### config.mk
export PLATFORM = sky130hd
export DESIGN_NAME = sync_fifo_flags
export DESIGN_NICKNAME = d
export VERILOG_FILES = /design/src/rtl/fifo_pkg.sv /design/src/rtl/fifo_ram.sv /design/src/rtl/sync_fifo_flags.sv
export SDC_FILE = /design/constraint.sdc
export NUM_CORES = 1
export LEC_CHECK = 0
export ABC_CLOCK_PERIOD_IN_PS = 6900
export CORE_MARGIN = 3
export CORE_UTILIZATION = 31
export CTS_CLUSTER_DIAMETER = 50
export CTS_CLUSTER_SIZE = 25
export DETAILED_ROUTE_END_ITERATION = 16
export GPL_TIMING_DRIVEN = 0
export HOLD_SLACK_MARGIN = 0.02
export MAX_ROUTING_LAYER = met4
export SKIP_CTS_REPAIR_TIMING = 1
export SYNTH_ARGS = -nofsm -noshare
export SYNTH_HDL_FRONTEND = slang
export SYNTH_SLANG_ARGS = --single-unit
export TNS_END_PERCENT = 20
### constraint.sdc
create_clock -name i_clk -period 6.9 [get_ports i_clk]
set_clock_uncertainty 0.1 [all_clocks]
set_input_delay 1.38 -clock i_clk [delete_from_list [all_inputs] [get_ports i_clk]]
set_output_delay 1.38 -clock i_clk [all_outputs]
set_load 0.05 [all_outputs]
### src/rtl/fifo_pkg.sv
// Shared types and defaults for the flagged synchronous FIFO.
package fifo_pkg;

  typedef struct packed {
    logic full;
    logic empty;
    logic almost_full;
    logic almost_empty;
    logic overflow;
    logic underflow;
  } fifo_status_t;

  localparam int unsigned DEF_DATA_WIDTH = 32'd8;
  localparam int unsigned DEF_DEPTH      = 32'd16;
  localparam int unsigned DEF_AF_THRESH  = 32'd12;
  localparam int unsigned DEF_AE_THRESH  = 32'd4;
  localparam int unsigned DEF_FWFT       = 32'd1;

  function automatic bit is_pow2(input int unsigned v);
    return (v != 32'd0) && ((v & (v - 32'd1)) == 32'd0);
  endfunction

endpackage

### src/rtl/fifo_ram.sv
// Simple dual-port storage array: synchronous write, asynchronous read.
module fifo_ram #(
  parameter int unsigned DATA_WIDTH = 32'd8,
  parameter int unsigned DEPTH      = 32'd16,
  parameter int unsigned ADDR_WIDTH = 32'd4
) (
  input  logic                  i_clk,
  input  logic                  i_wr_en,
  input  logic [ADDR_WIDTH-1:0] i_wr_addr,
  input  logic [DATA_WIDTH-1:0] i_wr_data,
  input  logic [ADDR_WIDTH-1:0] i_rd_addr,
  output logic [DATA_WIDTH-1:0] o_rd_data
);

  logic [DATA_WIDTH-1:0] mem_r [DEPTH];

  // Storage write port; contents deliberately survive reset.
  always_ff @(posedge i_clk) begin
    if (i_wr_en) begin
      mem_r[i_wr_addr] <= i_wr_data;
    end
  end

  assign o_rd_data = mem_r[i_rd_addr];

endmodule

### src/rtl/sync_fifo_flags.sv
// Single-clock FIFO with level output, almost-full/empty thresholds,
// sticky overflow/underflow errors and selectable FWFT or registered read.
module sync_fifo_flags
  import fifo_pkg::*;
#(
  parameter int unsigned DATA_WIDTH = DEF_DATA_WIDTH,
  parameter int unsigned DEPTH      = DEF_DEPTH,
  parameter int unsigned AF_THRESH  = DEF_AF_THRESH,
  parameter int unsigned AE_THRESH  = DEF_AE_THRESH,
  parameter int unsigned FWFT       = DEF_FWFT
) (
  input  logic                     i_clk,
  input  logic                     i_rst,
  input  logic                     i_wr_en,
  input  logic [DATA_WIDTH-1:0]    i_wr_data,
  input  logic                     i_rd_en,
  input  logic                     i_clr_err,
  output logic [DATA_WIDTH-1:0]    o_rd_data,
  output logic                     o_rd_valid,
  output logic                     o_full,
  output logic                     o_empty,
  output logic                     o_almost_full,
  output logic                     o_almost_empty,
  output logic [$clog2(DEPTH):0]   o_level,
  output logic                     o_overflow,
  output logic                     o_underflow
);

  localparam int unsigned ADDR_WIDTH  = $clog2(DEPTH);
  localparam int unsigned LEVEL_WIDTH = ADDR_WIDTH + 32'd1;

  if (!is_pow2(DEPTH) || (DEPTH < 32'd2)) begin : g_bad_depth
    $error("sync_fifo_flags: DEPTH must be a power of 2 and >= 2");
  end
  if ((AF_THRESH < 32'd1) || (AF_THRESH > DEPTH)) begin : g_bad_af
    $error("sync_fifo_flags: AF_THRESH must be in 1..DEPTH");
  end
  if (AE_THRESH > (DEPTH - 32'd1)) begin : g_bad_ae
    $error("sync_fifo_flags: AE_THRESH must be in 0..DEPTH-1");
  end

  logic [ADDR_WIDTH-1:0]  wr_ptr_r;
  logic [ADDR_WIDTH-1:0]  rd_ptr_r;
  logic [LEVEL_WIDTH-1:0] level_r;
  logic                   overflow_r;
  logic                   underflow_r;
  logic                   wr_acc_s;
  logic                   rd_acc_s;
  logic [DATA_WIDTH-1:0]  ram_rd_data_s;
  fifo_status_t           status_s;

  // Flag decode from the registered level only, so no input reaches a flag.
  always_comb begin
    status_s              = '0;
    status_s.full         = (level_r == LEVEL_WIDTH'(DEPTH));
    status_s.empty        = (level_r == LEVEL_WIDTH'(0));
    status_s.almost_full  = (level_r >= LEVEL_WIDTH'(AF_THRESH));
    status_s.almost_empty = (level_r <= LEVEL_WIDTH'(AE_THRESH));
    status_s.overflow     = overflow_r;
    status_s.underflow    = underflow_r;
  end

  assign wr_acc_s = i_wr_en & ~status_s.full;
  assign rd_acc_s = i_rd_en & ~status_s.empty;

  // Pointers and occupancy; both accepted leaves the level unchanged.
  always_ff @(posedge i_clk or posedge i_rst) begin
    if (i_rst) begin
      wr_ptr_r <= '0;
      rd_ptr_r <= '0;
      level_r  <= '0;
    end else begin
      if (wr_acc_s) begin
        wr_ptr_r <= wr_ptr_r + ADDR_WIDTH'(1);
      end
      if (rd_acc_s) begin
        rd_ptr_r <= rd_ptr_r + ADDR_WIDTH'(1);
      end
      case ({wr_acc_s, rd_acc_s})
        2'b10:   level_r <= level_r + LEVEL_WIDTH'(1);
        2'b01:   level_r <= level_r - LEVEL_WIDTH'(1);
        default: level_r <= level_r;
      endcase
    end
  end

  // Sticky error bits; a new violation wins over a clear in the same cycle.
  always_ff @(posedge i_clk or posedge i_rst) begin
    if (i_rst) begin
      overflow_r  <= 1'b0;
      underflow_r <= 1'b0;
    end else begin
      if (i_wr_en && status_s.full) begin
        overflow_r <= 1'b1;
      end else if (i_clr_err) begin
        overflow_r <= 1'b0;
      end
      if (i_rd_en && status_s.empty) begin
        underflow_r <= 1'b1;
      end else if (i_clr_err) begin
        underflow_r <= 1'b0;
      end
    end
  end

  fifo_ram #(
    .DATA_WIDTH (DATA_WIDTH),
    .DEPTH      (DEPTH),
    .ADDR_WIDTH (ADDR_WIDTH)
  ) u_ram (
    .i_clk     (i_clk),
    .i_wr_en   (wr_acc_s),
    .i_wr_addr (wr_ptr_r),
    .i_wr_data (i_wr_data),
    .i_rd_addr (rd_ptr_r),
    .o_rd_data (ram_rd_data_s)
  );

  if (FWFT != 32'd0) begin : g_fwft
    // Head word shown directly; forced to zero while empty.
    always_comb begin
      if (status_s.empty) begin
        o_rd_data = '0;
      end else begin
        o_rd_data = ram_rd_data_s;
      end
    end
    assign o_rd_valid = ~status_s.empty;
  end else begin : g_reg_read
    logic [DATA_WIDTH-1:0] rd_data_r;
    logic                  rd_valid_r;

    // Registered read: data one cycle after an accepted read, held otherwise.
    always_ff @(posedge i_clk or posedge i_rst) begin
      if (i_rst) begin
        rd_data_r  <= '0;
        rd_valid_r <= 1'b0;
      end else begin
        rd_valid_r <= rd_acc_s;
        if (rd_acc_s) begin
          rd_data_r <= ram_rd_data_s;
        end
      end
    end
    assign o_rd_data  = rd_data_r;
    assign o_rd_valid = rd_valid_r;
  end

  assign o_full         = status_s.full;
  assign o_empty        = status_s.empty;
  assign o_almost_full  = status_s.almost_full;
  assign o_almost_empty = status_s.almost_empty;
  assign o_overflow     = status_s.overflow;
  assign o_underflow    = status_s.underflow;
  assign o_level        = level_r;

endmodule

==> metrics.md <==
| Metric | Value |
|---|---|
| Routed wire per std cell | 19.8 um |
| Number of nets in the finished design | 373 |
| Initial antenna violation count | 0 |
| Achievable Freq | 226 MHz |
| Die Outline Area | 20900 um2 |
| Average cell area after synthesis | 19.7 um2 |
| Worst Setup Slack, final | 2.47 ns |
| Worst slew margin relative to its limit | 35.3% |
| Critical path start-end classification | flip-flop to output pin |
| Pins over their slew limit | 0 |
| Effective utilization at floorplan | 31.7% |
| Unrepaired setup endpoints after global routing | no |
| Final-layout fill cell count | 1698 |
| First-pass iteration count of the detailed router | 4 |
| Total congestion overflow | 0 |
| Count of inserted antenna diode cells | 0 |
| Launch instance of the worst register-to-register path | o_level[1] |
| Final GP Congestion | 0.737 |
| Post-route antenna net violation count | 0 |
| Static leakage power | 2.46 nW |
| Via count | 2956 |
| Final worst path period share | 64.2% |
| Wire length of the first global-routing pass | 18.1 mm |
| Number of global-route vias before repair | 3202 |
| Die extent in y | 144 um |
| Maximum resistive drop on vdd | 293 uV |
| Reg-to-reg slack, setup | 4.15 ns |
| Number of endpoints with negative hold slack in the final report | 0 |
| Arrival time worst endpoint | 2.95 ns |
| Max Cap Violations | 0 |
| Clock Path Buffers | 2 |
| Depth of the worst hold-timing path | 1 |
| Maximum number of pins on one net before global-route repair | 17 |
| Synthesized Nets | 322 |
| Total detailed-routing wirelength | 11.8 mm |
| Worst path bufs/invs | 3 |
| Root buffer cell | sky130_fd_sc_hd__clkbuf_16 |
| I/O Pins | 33 |
| H-Tree Depth | 4 |
| Utilization of the core after routing | 38.1% |
| Sequential area share after synthesis | 71.0% |
| Actual transition at the worst max-transition pin | 0.966 ns |
| Area grow syn2layout | 20.4% |
| Slowest cell on the critical path | sky130_fd_sc_hd__clkdlybuf4s50_1 |
| Proportion of synthesized flip-flops having asynchronous set or reset | 10.5% |
| Total number of cells along the worst setup path | 6 |
| CTS buffer count | 17 |
| Number of flops mapped to enable cells by yosys | 128 |
| Start point of the worst hold path | o_underflow |
| WP data required | 5.42 ns |
| Syn Std Cell Area | 5940 um2 |
| Most frequent cells in the layout | sky130_fd_sc_hd__edfxtp_1, sky130_fd_sc_hd__clkdlybuf4s50_1, sky130_fd_sc_hd__mux4_1 |
| Initial drt markers | 282 |
| Worst min path class | flip-flop to flip-flop |
| Hpwl dp | 7.49 mm |
| Tot Pwr | 3.27 mW |
| Terminating pin of the worst hold path | o_underflow |
| Reg-to-Reg End | o_level[4] |
| Final Setup Violations | 0 |
| Unique masters post-synth | 41 |
| Clock insertion delay at the later pin of the skew report | 0.41 ns |
| Slowest stage delay, CP | 0.74 ns |
| Core footprint | 18800 um2 |
| Most used DFF post-synth | sky130_fd_sc_hd__edfxtp_1 |
| Worst slack at placement | 2.88 ns |
| Synthesis-stage register bit count | 143 |
| Sequence of cells on the critical path | clkbuf_1 > buf_2 > mux4_2 > mux2i_1 > o22ai_1 > clkdlybuf4s50_1 |
| Most common cell after layout, fill and taps aside | sky130_fd_sc_hd__edfxtp_1 |
| Crit-path max FO | 10 |
| # clock sinks | 143 |
| Final setup TNS | 0 ns |
| Family of cells with the greatest summed delay on the critical path | buffers and inverters |
| Yosys Warn Count | 0 |
| Die X | 144 um |
| All-layer global routing usage | 12.6% |
| CP Capture Type | output pin |
| TritonCTS clock tree | done |
| Clock slew seen by the registers of the worst setup and hold paths | 0.06 ns |
| Share of cells above drive strength 1 | 15.9% |
| Average via count per standard cell | 4.93 |
| Number of cell instances on the worst register-to-register path | 12 |
| Period minus WS final | 4.43 ns |
| Gate count of the mapped netlist | 301 |
| Status | finished, final reports clean |
| Remaining routing DRC violations | 0 |
| Rows | 50 |
| PD cells | 457 nW/um2 |
| I/O Buffers | 32 |
| Setup crit start kind | flip-flop |
-- power by group --
group,leakage (nW),switching [mW],internal (mW),total [mW]
combinational,0.858,0.752,0.500,1.25
sequential,1.34,0.0521,1.07,1.12
clock,0.270,0.334,0.567,0.901
total,2.46,1.14,2.13,3.27
-- cells by family after synthesis --
kind of cell,after synthesis,share of synthesized area [%]
compound gates,23,2.65
buf+inv,23,2.63
simple gates,42,3.70
flops,143,71.0
fa+ha+maj,8,1.68
mux,50,16.6
xor+xnor,12,1.77
-- stage by stage --
| step | std cells | area, um2 | hold slack (ns) |
|---|---|---|---|
| after floorplan | 301 | 5940 | 0.377 |
| after global placement | 567 | 6560 | 0.396 |
| after detailed placement | 567 | 6580 | 0.398 |
| after CTS | 599 | 7160 | 0.418 |
| after global routing | 599 | 7160 | 0.430 |
| final | 599 | 7160 | 0.413 |
-- registers in the layout, summed over array words and instances (netlist names) --
name and cells:
o_underflow 1, wr_ptr_r 4, u_ram.mem_r 128, o_level 5
o_overflow 1, rd_ptr_r 4
-- per-layer routing --
metal	up-vias	track usage, %	routed length, um
li1	1329	-	-
met1	1529	15.8	5480
met2	82	19.6	5660
met3	16	3.60	554
met4	0	4.27	155
met5	-	-	0
-- synthesized netlist by cell type, types with 2 or more instances --
master	count	area, um2
sky130_fd_sc_hd__ha_1	8	100
sky130_fd_sc_hd__mux4_2	10	225
sky130_fd_sc_hd__mux2i_1	16	160
sky130_fd_sc_hd__buf_1	2	7.51
sky130_fd_sc_hd__a21boi_2	2	22.5
sky130_fd_sc_hd__edfxtp_1	128	3840
sky130_fd_sc_hd__inv_1	7	26.3
sky130_fd_sc_hd__buf_2	7	35.0
sky130_fd_sc_hd__o22ai_1	9	56.3
sky130_fd_sc_hd__xor2_1	5	43.8
sky130_fd_sc_hd__dfrtp_1	15	375
sky130_fd_sc_hd__o21ai_0	3	15.0
sky130_fd_sc_hd__a21oi_1	2	10.0
sky130_fd_sc_hd__nor3_1	5	25.0
sky130_fd_sc_hd__nor2b_1	2	12.5
sky130_fd_sc_hd__mux4_1	22	578
sky130_fd_sc_hd__nand4_1	2	12.5
sky130_fd_sc_hd__buf_12	3	60.1
sky130_fd_sc_hd__nor2_1	13	48.8
sky130_fd_sc_hd__xnor2_1	7	61.3
sky130_fd_sc_hd__nand2b_1	3	18.8
sky130_fd_sc_hd__a22o_1	2	17.5
sky130_fd_sc_hd__nand2_1	10	37.5
-- cell type report --
type / count / area (um2) / area share (%)
Buffer: 16 / 130 / 1.82
Timing Repair Buffer: 32 / 320 / 4.47
Tap cell: 234 / 293 / 4.09
Clock buffer: 22 / 444 / 6.20
Clock inverter: 10 / 138 / 1.92
Inverter: 7 / 26.3 / 0.367
Multi-Input combinational cell: 135 / 1590 / 22.2
Sequential cell: 143 / 4220 / 58.9
-- worst max path at each step --
stage | from | endpoint | slack, ns
final | rd_ptr_r[1] | o_rd_data[3] | 2.47
after global routing | rd_ptr_r[1] | o_rd_data[2] | 2.29
after CTS | rd_ptr_r[1] | o_rd_data[2] | 2.42
after detailed placement | rd_ptr_r[1] | o_rd_data[2] | 2.88
after global placement | i_wr_en | u_ram.mem_r[0][5] | 2.80
after floorplan | o_level[2] | o_rd_data[0] | 2.93
Note: power is estimated with default switching activity, not from simulation.
